File: config.mk
export PLATFORM = sky130hd
export DESIGN_NAME = eda_region_scan_ctrl
export DESIGN_NICKNAME = d
export VERILOG_FILES = /design/src/rtl/eda_region_scan_ctrl.sv
export SDC_FILE = /design/constraint.sdc
export NUM_CORES = 1
export LEC_CHECK = 0
export ABC_AREA = 0
export CAP_MARGIN = 15
export CORE_MARGIN = 4
export CORE_UTILIZATION = 40
export CTS_CLUSTER_DIAMETER = 30
export DETAILED_ROUTE_END_ITERATION = 8
export SLEW_MARGIN = 20
export SYNTH_ARGS = -nofsm -noshare
export SYNTH_HDL_FRONTEND = slang
export SYNTH_SLANG_ARGS = --single-unit
File: constraint.sdc
create_clock -name clk -period 2.93 [get_ports clk]
set_input_delay 0.586 -clock clk [delete_from_list [all_inputs] [get_ports clk]]
set_output_delay 0.586 -clock clk [all_outputs]
set_load 0.05 [all_outputs]
File: src/rtl/eda_region_scan_ctrl.sv
// eda_region_scan_ctrl: flood-fill region scanner over an M x N image.
// Ports: clk/reset_n, start/busy/done, region pulses, sticky stack_overflow,
//   visited-RAM control (clear, new pixel, center/neighbour addresses,
//   valid and push masks, visited flags, next unvisited pixel),
//   evaluator handshake (eval_valid/eval_ready, eval_push).
module eda_region_scan_ctrl #(
    parameter int M            = 4,
    parameter int N            = 4,
    parameter int WINDOW_WIDTH = 9,
    parameter int ADDR_WIDTH   = 4,
    parameter int I_WIDTH      = 2,
    parameter int J_WIDTH      = 2,
    parameter int STACK_DEPTH  = 16
) (
    input  logic                                    clk,
    input  logic                                    reset_n,
    input  logic                                    start,
    output logic                                    busy,
    output logic                                    done,
    output logic                                    region_start,
    output logic                                    region_done,
    output logic                                    stack_overflow,
    output logic                                    ram_clear,
    output logic                                    ram_new_pixel,
    output logic [ADDR_WIDTH-1:0]                   ram_center_addr,
    output logic [(WINDOW_WIDTH-1)*ADDR_WIDTH-1:0]  ram_nb_addr,
    output logic [WINDOW_WIDTH-2:0]                 ram_neigh_addr_valid,
    output logic [WINDOW_WIDTH-2:0]                 ram_push_positions,
    input  logic [WINDOW_WIDTH-2:0]                 ram_iterated_idx,
    input  logic [I_WIDTH-1:0]                      ram_next_row,
    input  logic [J_WIDTH-1:0]                      ram_next_col,
    input  logic                                    ram_iterated_all,
    output logic                                    eval_valid,
    input  logic                                    eval_ready,
    input  logic [WINDOW_WIDTH-2:0]                 eval_push
);

    localparam int NB   = WINDOW_WIDTH - 1;
    localparam int SPW  = $clog2(STACK_DEPTH + 1);
    localparam int IXW  = $clog2(STACK_DEPTH);
    localparam int SELW = $clog2(NB);

    typedef enum logic [2:0] {
        S_IDLE, S_CLEAR, S_SEED, S_POP, S_EVAL, S_PUSH, S_REND
    } state_t;

    state_t                 state_q, state_d;
    logic [SPW-1:0]         sp_q, sp_d;
    logic [ADDR_WIDTH-1:0]  cur_q, cur_d;
    logic [NB-1:0]          mask_q, mask_d;
    logic                   ovf_q, ovf_d;
    logic [ADDR_WIDTH-1:0]  stack_q [STACK_DEPTH];

    logic                   push_en;
    logic [ADDR_WIDTH-1:0]  push_addr;
    logic                   full;

    logic [I_WIDTH-1:0]     i_c, i_up, i_dn;
    logic [J_WIDTH-1:0]     j_c, j_lf, j_rt;
    logic                   up_ok, dn_ok, lf_ok, rt_ok;
    logic [NB-1:0]          nb_ok;
    logic [ADDR_WIDTH-1:0]  nb_a [NB];
    logic [NB-1:0]          hs_mask;
    logic [SELW-1:0]        sel;
    logic                   in_eval;

    // Neighbour geometry of the current pixel; edges never wrap.
    assign i_c   = cur_q[ADDR_WIDTH-1:J_WIDTH];
    assign j_c   = cur_q[J_WIDTH-1:0];
    assign i_up  = i_c - I_WIDTH'(1);
    assign i_dn  = i_c + I_WIDTH'(1);
    assign j_lf  = j_c - J_WIDTH'(1);
    assign j_rt  = j_c + J_WIDTH'(1);
    assign up_ok = (i_c != '0);
    assign dn_ok = (i_c != I_WIDTH'(M - 1));
    assign lf_ok = (j_c != '0);
    assign rt_ok = (j_c != J_WIDTH'(N - 1));

    assign nb_ok = {up_ok & lf_ok, up_ok, up_ok & rt_ok, lf_ok,
                    rt_ok, dn_ok & lf_ok, dn_ok, dn_ok & rt_ok};

    assign nb_a[7] = {i_up, j_lf};
    assign nb_a[6] = {i_up, j_c};
    assign nb_a[5] = {i_up, j_rt};
    assign nb_a[4] = {i_c,  j_lf};
    assign nb_a[3] = {i_c,  j_rt};
    assign nb_a[2] = {i_dn, j_lf};
    assign nb_a[1] = {i_dn, j_c};
    assign nb_a[0] = {i_dn, j_rt};

    assign in_eval              = (state_q == S_EVAL);
    assign ram_neigh_addr_valid = in_eval ? nb_ok : '0;
    assign hs_mask              = eval_push & nb_ok & ~ram_iterated_idx;
    assign busy                 = (state_q != S_IDLE);
    assign stack_overflow       = ovf_q;
    assign full                 = (sp_q == SPW'(STACK_DEPTH));

    for (genvar g = 0; g < NB; g++) begin : g_nb
        assign ram_nb_addr[g*ADDR_WIDTH +: ADDR_WIDTH] =
            (in_eval && nb_ok[g]) ? nb_a[g] : '0;
    end

    // Highest pending neighbour is pushed first.
    always_comb begin
        sel = '0;
        for (int k = 0; k < NB; k++) begin
            if (mask_q[k]) sel = SELW'(k);
        end
    end

    always_comb begin
        state_d            = state_q;
        sp_d               = sp_q;
        cur_d              = cur_q;
        mask_d             = mask_q;
        ovf_d              = ovf_q;
        push_en            = 1'b0;
        push_addr          = '0;
        done               = 1'b0;
        region_start       = 1'b0;
        region_done        = 1'b0;
        ram_clear          = 1'b0;
        ram_new_pixel      = 1'b0;
        ram_center_addr    = '0;
        ram_push_positions = '0;
        eval_valid         = 1'b0;

        unique case (state_q)
            S_IDLE: begin
                if (start) begin
                    ovf_d   = 1'b0;
                    state_d = S_CLEAR;
                end
            end
            S_CLEAR: begin
                ram_clear = 1'b1;
                state_d   = S_SEED;
            end
            S_SEED: begin
                if (ram_iterated_all) begin
                    done    = 1'b1;
                    state_d = S_IDLE;
                end else begin
                    ram_center_addr = {ram_next_row, ram_next_col};
                    ram_new_pixel   = 1'b1;
                    region_start    = 1'b1;
                    push_en         = 1'b1;
                    push_addr       = {ram_next_row, ram_next_col};
                    state_d         = S_POP;
                end
            end
            S_POP: begin
                if (sp_q == '0) begin
                    state_d = S_REND;
                end else begin
                    cur_d   = stack_q[IXW'(sp_q - SPW'(1))];
                    sp_d    = sp_q - SPW'(1);
                    state_d = S_EVAL;
                end
            end
            S_EVAL: begin
                ram_center_addr = cur_q;
                eval_valid      = 1'b1;
                if (eval_ready) begin
                    ram_push_positions = hs_mask;
                    mask_d             = hs_mask;
                    state_d            = S_PUSH;
                end
            end
            S_PUSH: begin
                if (mask_q == '0) begin
                    state_d = S_POP;
                end else begin
                    push_en   = 1'b1;
                    push_addr = nb_a[sel];
                    mask_d    = mask_q & ~(NB'(1) << sel);
                    if (mask_d == '0) state_d = S_POP;
                end
            end
            S_REND: begin
                region_done = 1'b1;
                state_d     = S_SEED;
            end
            default: state_d = S_IDLE;
        endcase

        // A push into a full stack is dropped and flagged.
        if (push_en) begin
            if (full) ovf_d = 1'b1;
            else      sp_d  = sp_q + SPW'(1);
        end
    end

    always_ff @(posedge clk or negedge reset_n) begin
        if (!reset_n) begin
            state_q <= S_IDLE;
            sp_q    <= '0;
            cur_q   <= '0;
            mask_q  <= '0;
            ovf_q   <= 1'b0;
        end else begin
            state_q <= state_d;
            sp_q    <= sp_d;
            cur_q   <= cur_d;
            mask_q  <= mask_d;
            ovf_q   <= ovf_d;
        end
    end

    always_ff @(posedge clk) begin
        if (push_en && !full) stack_q[IXW'(sp_q)] <= push_addr;
    end

endmodule

==> flow_summary.yaml, run 1 <==
synthesis:
  synth.most_common_cell: "edfxtp_1"
  netlist_instances: 384
  netlist_top_cells_count: "64 x edfxtp_1, 46 x nor2_1, 29 x nand2_1"
  synth.area.top_cells: "edfxtp_1 43%, dfrtp_1 12%, mux4_2 8.0%"
  netlist.area_leader.share: 0.426
  synth_seq_cells: 85
  avgSynthCellArea_um2: 11.8
  async_flop_share: 0.247
  synth_edf_count: 64
  ys_seq_area_frac: 0.542
  syn_nets: 421
  synth_top_area_cell: "edfxtp_1"
  yosysWarningCount: 0
  ys.flop_type: "edfxtp_1"
  syn_area_um2: 4520
  synth.distinct_cells: 61
setup_path:
  ff2ff_setup_slack_ns: 0.50
  end_kind: "output pin"
  crit_path_start_kind: "register"
  cp_slowest_cell: "nor4_1"
  critical_path.cell_chain: "inv_1 > ha_1 > nor4_1 > buf_12"
  cp_top_family: "simple AND/OR/NAND/NOR gates"
  reg2reg_depth: 7
  timing.rr.start: "mask_q[4]"
  crit_type: "reg2out"
  crit_start: "cur_q[2]"
  path_buf_inv: 2
  cp.required_ns: 2.34
  cp.depth: 4
  worstSetupEndpoint: "ram_nb_addr[23]"
  critical_path.max_stage_delay_ns: 0.59
  worstPathMaxFanout: 18
  cp.arrival_ns: 2.24
  reg2reg_to: "stack_q[4][1]"
timing:
  max_freq_ghz: 0.353
  hold_viol: 0
  rsz0062_at_grt: "true"
  fin_crit_sh: 0.966
  setup_viol: 0
  slew_violations: 0
  relSlewSlack: 0.398
  min_period_ns: 2.83
  clock_skew_ns: 0.00723
  worst_pin_slew_ns: 0.903
  setup_ws_ns: 0.101
job:
  maxCapViolations: 0
drt:
  num_vias: 3378
  drt-pass1-iter-count: 4
  first_iter_violations: 223
  wl_per_cell_um: 19.0
  ant_nets: 0
  drc: 0
  wl_um: 11800
  vias_per_cell: 5.47
cts:
  clock-root-buffer: "clkbuf_16"
  cts_tree: "built"
  clock_sinks: 85
  cts_buffer_depth: 2
  worstSkewPairLatency_ns: 0.33
  htree_levels: 3
  cts_buffers: 9
  clk_pin_slew_ns: 0.06
  cts_setup_buffers: 0
power:
  power_frac_seq: 0.267
  p_per_area_nw_per_um2: 1000
  switching_share: 0.436
  clockPowerShare: 0.166
  p_int_w: 0.00365
  leakagePower_nw: 2.52
  ir_drop_uv: 667
  p_sw_w: 0.00281
  comb_power_share: 0.567
global_route:
  grt_pass1_vias: 3344
  grt_max_degree: 22
  grt_usage: 0.188
  grt_pass1_wl_um: 18700
  overflow: 0
  antenna_found_initial: 0
die:
  start_util: 0.413
  die_w_um: 114
  rows: 38
  fp.dieH_um: 114
  core_area_um2: 10900
  ios: 85
  dieArea_um2: 13100
place:
  placed_area_um2: 6150
  portBuffers: 84
  hpwl_um: 8940
  place_worst_setup_slack_ns: 0.185
  routabilityCongestion: 0.846
layout:
  drive_above_1_share: 0.293
  final_cell_area_um2: 6450
  nets: 510
  diodes: 0
  area_growth_pct: 42.9
run_status:
  status: "completed"
min_path:
  hold_path_class: "reg2reg"
## cell type report
cell class	instances	area, um^2
inverters	20	75.1
clock buffers	12	256
repair buffers	102	1490
fillers	881	4480
clock inverters	4	31.3
flip-flops and latches	85	2450
well taps	140	175
multi-input cells	255	1980
## per-stage QoR
| step | power (W) | TNS (ns) | hold WS, ns | util | cells |
|---|---|---|---|---|---|
| global route | 0.00689 | -0.0381 | 0.512 | 0.590 | 618 |
| finish | 0.00646 | 0 | 0.487 | 0.590 | 618 |
| global placement | 0.00537 | 0 | 0.477 | 0.562 | 602 |
| CTS | 0.00650 | 0 | 0.489 | 0.588 | 618 |
| floorplan | 0.00413 | -1.82 | 0.290 | - | 384 |
| detailed placement | 0.00541 | 0 | 0.481 | 0.562 | 602 |
## what timing repair did
item	CTS	global route
setup endpoints to repair	0	14
hold buffers	0	0
gates resized for setup	0	4
## registers in the layout, indices dropped and copies added (netlist names)
name	flops
state_q	3
mask_q	8
sp_q	5
stack_overflow	1
cur_q	4
stack_q	64
## worst min-delay path by stage
stage,from,to,slack (ns),cells past startpoint
2_1_floorplan,reset_n,cur_q[0],0.29,0
3_3_place_gp,sp_q[4],sp_q[4],0.48,1
3_5_place_dp,sp_q[4],sp_q[4],0.48,1
4_1_cts,sp_q[4],sp_q[4],0.49,1
5_1_grt,sp_q[4],sp_q[4],0.51,1
6_report,sp_q[4],sp_q[4],0.49,1
## cells in the final DEF (no fill, tap or decap), drive strengths merged, types with 3 or more instances in the layout
cell / synthesis / final
nand2: 31 / 31
nand3: 8 / 8
a21o: 4 / 4
o221ai: 5 / 5
inv: 20 / 21
and3: 5 / 5
nor3: 15 / 15
xnor2: 3 / 3
clkdlybuf4s50: 0 / 28
nor3b: 3 / 3
mux2i: 10 / 10
dfrtp: 21 / 21
nor4: 5 / 5
nor2: 47 / 47
nor2b: 4 / 4
a21oi: 9 / 9
or2: 3 / 3
ha: 12 / 12
nand2b: 8 / 8
mux4: 16 / 16
o21ai: 24 / 24
clkinv: 0 / 3
clkbuf: 15 / 12
and2: 4 / 4
nor4b: 6 / 6
or3: 5 / 5
buf: 9 / 74
edfxtp: 64 / 64
## routing by layer
layer  track usage  part of all wire  routed length, um  up-vias
li1              -                 -                  -     1608
met3        0.0301             0.060                705        9
met4        0.0625             0.013                150        0
met1         0.258              0.44               5140     1654
met2         0.304              0.49               5770      107
met5             0                 0                  0        -
## power by group through the flow
stage	sequential [W]	combinational, W	clock, W
after floorplan	0.00164	0.00249	0
after global routing	0.00175	0.00397	0.00116
final	0.00172	0.00366	0.00107
after CTS	0.00172	0.00368	0.00110
after detailed placement	0.00174	0.00366	0
after global placement	0.00174	0.00363	0
## worst register-to-register path, stage by stage, from the launching register on
cell and delay (ns):
dfrtp_1 0.56, inv_1 0.14, a221oi_2 0.60, mux2i_1 0.14, o21ai_0 0.17, a21oi_1 0.06
o31ai_1 0.31, buf_4 0.28
## cells by family (layout without fill, tap and decap cells)
kind of cell	Yosys count	in the layout	synth area share
simple gates	149	149	0.171
compound gates	62	62	0.0995
flops	85	85	0.542
mux	26	26	0.102
fa+ha+maj	13	13	0.0355
buf+inv	44	138	0.0407
xor+xnor	5	5	0.00970
Power figures use the tool's default switching activity.
==> run 2, diff against run 1 <==
Settings changed: CAP_MARGIN 15 to 20.
==> results of run 2 <==
Same layout as run 1: the final DEF is identical, and so are final timing and power.
==> run 3, diff against run 2 <==
Settings changed: PLACE_DENSITY_LB_ADDON from default to 0.12.
==> run 3 against run 2 <==
- clock skew increased by 0.0014 ns
- combinational power about the same
- die area unchanged
- non-clock buffer count decreased by 1
- highest routed layer unchanged
- power decreased by 0.29%
- flip-flop and latch count unchanged
- largest cell class unchanged
- setup slack got worse by 0.022 ns
- fmax decreased by 0.77%
==> flow_summary.yaml, run 3 (synthesis gave the netlist of run 1 again) <==
run_status:
  status: "completed"
job:
  maxCapViolations: 0
layout:
  reg_top3: "stack_q x64, mask_q x8, sp_q x5"
  mostFrequentLayoutCells: "64 x edfxtp_1, 50 x buf_12, 45 x nor2_1"
  area_growth_pct: 41.7
  drive_above_1_share: 0.289
  final_common_cell: "edfxtp_1"
  largest_register_ffs: 64
  nets: 509
  diodes: 0
  fillers: 921
  top_register: "stack_q"
  layout.cells.non_filler: 617
  utilization: 0.585
timing:
  hold-worst-slack_ns: 0.497
  max_freq_ghz: 0.351
  relSlewSlack: 0.563
  fin_crit_sh: 0.973
  hold_viol: 0
  slew_violations: 0
  setup_ws_ns: 0.0789
  clock_skew_ns: 0.00863
  min_period_ns: 2.85
  rsz0062_at_grt: "false"
  setup_viol: 0
  worst_pin_slew_ns: 0.655
drt:
  first_iter_violations: 204
  vias_per_cell: 5.51
  drt-pass1-iter-count: 5
  drc: 0
  ant_nets: 0
  wl_um: 11800
  num_vias: 3402
  wl_per_cell_um: 19.1
global_route:
  grt_usage: 0.186
  grt_max_degree: 22
  overflow: 0
  antenna_found_initial: 0
  grt_pass1_wl_um: 18700
  grt_pass1_vias: 3348
die:
  die_w_um: 114
  ios: 85
  start_util: 0.413
  rows: 38
  core_area_um2: 10900
  dieArea_um2: 13100
  fp.dieH_um: 114
setup_path:
  reg2reg_to: "stack_q[4][1]"
  crit_type: "reg2out"
  cp_slowest_cell: "nor4b_2"
  crit_path_start_kind: "register"
  end_kind: "output pin"
  reg2reg_depth: 7
  critical_path.cell_chain: "nand2b_4 > nand2b_1 > inv_2 > nand2_2 > or2_2 > nor4b_2 > buf_12"
  critical_path.max_stage_delay_ns: 0.40
  cp.arrival_ns: 2.27
  worstSetupEndpoint: "ram_push_positions[5]"
  crit_start: "state_q[0]"
  ff2ff_setup_slack_ns: 0.48
  timing.rr.start: "mask_q[4]"
  worstPathMaxFanout: 7
  cp.required_ns: 2.34
power:
  leakagePower_nw: 2.50
  power_w: 0.00644
  ir_drop_uv: 592
  p_per_area_nw_per_um2: 1010
min_path:
  whs_path_depth: 1
  hold_start: "sp_q[4]"
  hold_path_class: "reg2reg"
cts:
  hold_buffers: 0
  htree_levels: 3
  clock-root-buffer: "clkbuf_16"
  cts_setup_buffers: 0
  worstSkewPairLatency_ns: 0.34
  cts_tree: "built"
  cts_buffers: 9
  clock_sinks: 85
  clk_pin_slew_ns: 0.06
  cts_buffer_depth: 2
place:
  hpwl_um: 9080
  place_worst_setup_slack_ns: 0.132
  place_inst: 601
  routabilityCongestion: 0.867
  portBuffers: 84
[run 3: final cells by class]
| class | count | area [um^2] | share of cell area |
|---|---|---|---|
| sequential | 85 | 2450 | 0.383 |
| multi-input combinational | 255 | 1960 | 0.307 |
| timing repair buffer | 101 | 1450 | 0.227 |
| clock buffer | 9 | 225 | 0.0352 |
| tap | 140 | 175 | 0.0274 |
| inverter | 20 | 75.1 | 0.0117 |
| clock inverter | 7 | 57.6 | 0.00899 |
[run 3: where the power goes]
| group | switching (W) | internal [W] |
|---|---|---|
| logic | 0.00217 | 0.00148 |
| clock network | 0.000485 | 0.000586 |
| registers | 0.000221 | 0.00151 |
| total | 0.00287 | 0.00357 |
[run 3: worst max-delay path, delay by kind of cell (launching register included)]
| kind | cells | cell delay (ns) |
|---|---|---|
| simple gates | 5 | 1.25 |
| flops | 1 | 0.37 |
| buf+inv | 2 | 0.30 |
[run 3: what timing repair did]
action                                  4_1_cts  5_1_grt
endpoints found under the setup margin       10        1
gates resized for setup                       1        1
cloned                                        0        0
[run 3: worst min-delay path by stage]
| stage | end |
|---|---|
| 2_1_floorplan | cur_q[0] |
| 3_3_place_gp | sp_q[4] |
| 3_5_place_dp | sp_q[4] |
| 4_1_cts | sp_q[4] |
| 5_1_grt | sp_q[4] |
| 6_report | sp_q[4] |
[run 3: routing by layer]
layer | routed length (um) | vias up | track usage
li1 | - | 1596 | -
met2 | 5540 | 124 | 0.292
met4 | 156 | 0 | 0.0673
met5 | 0 | - | 0
met1 | 5350 | 1670 | 0.260
met3 | 719 | 12 | 0.0322
[run 3: through the flow]
step | cell area (um^2) | TNS [ns]
after floorplan | 4590 | -1.82
after detailed placement | 6110 | 0
final | 6400 | 0
after global placement | 6110 | 0
after global routing | 6400 | 0
after CTS | 6400 | 0
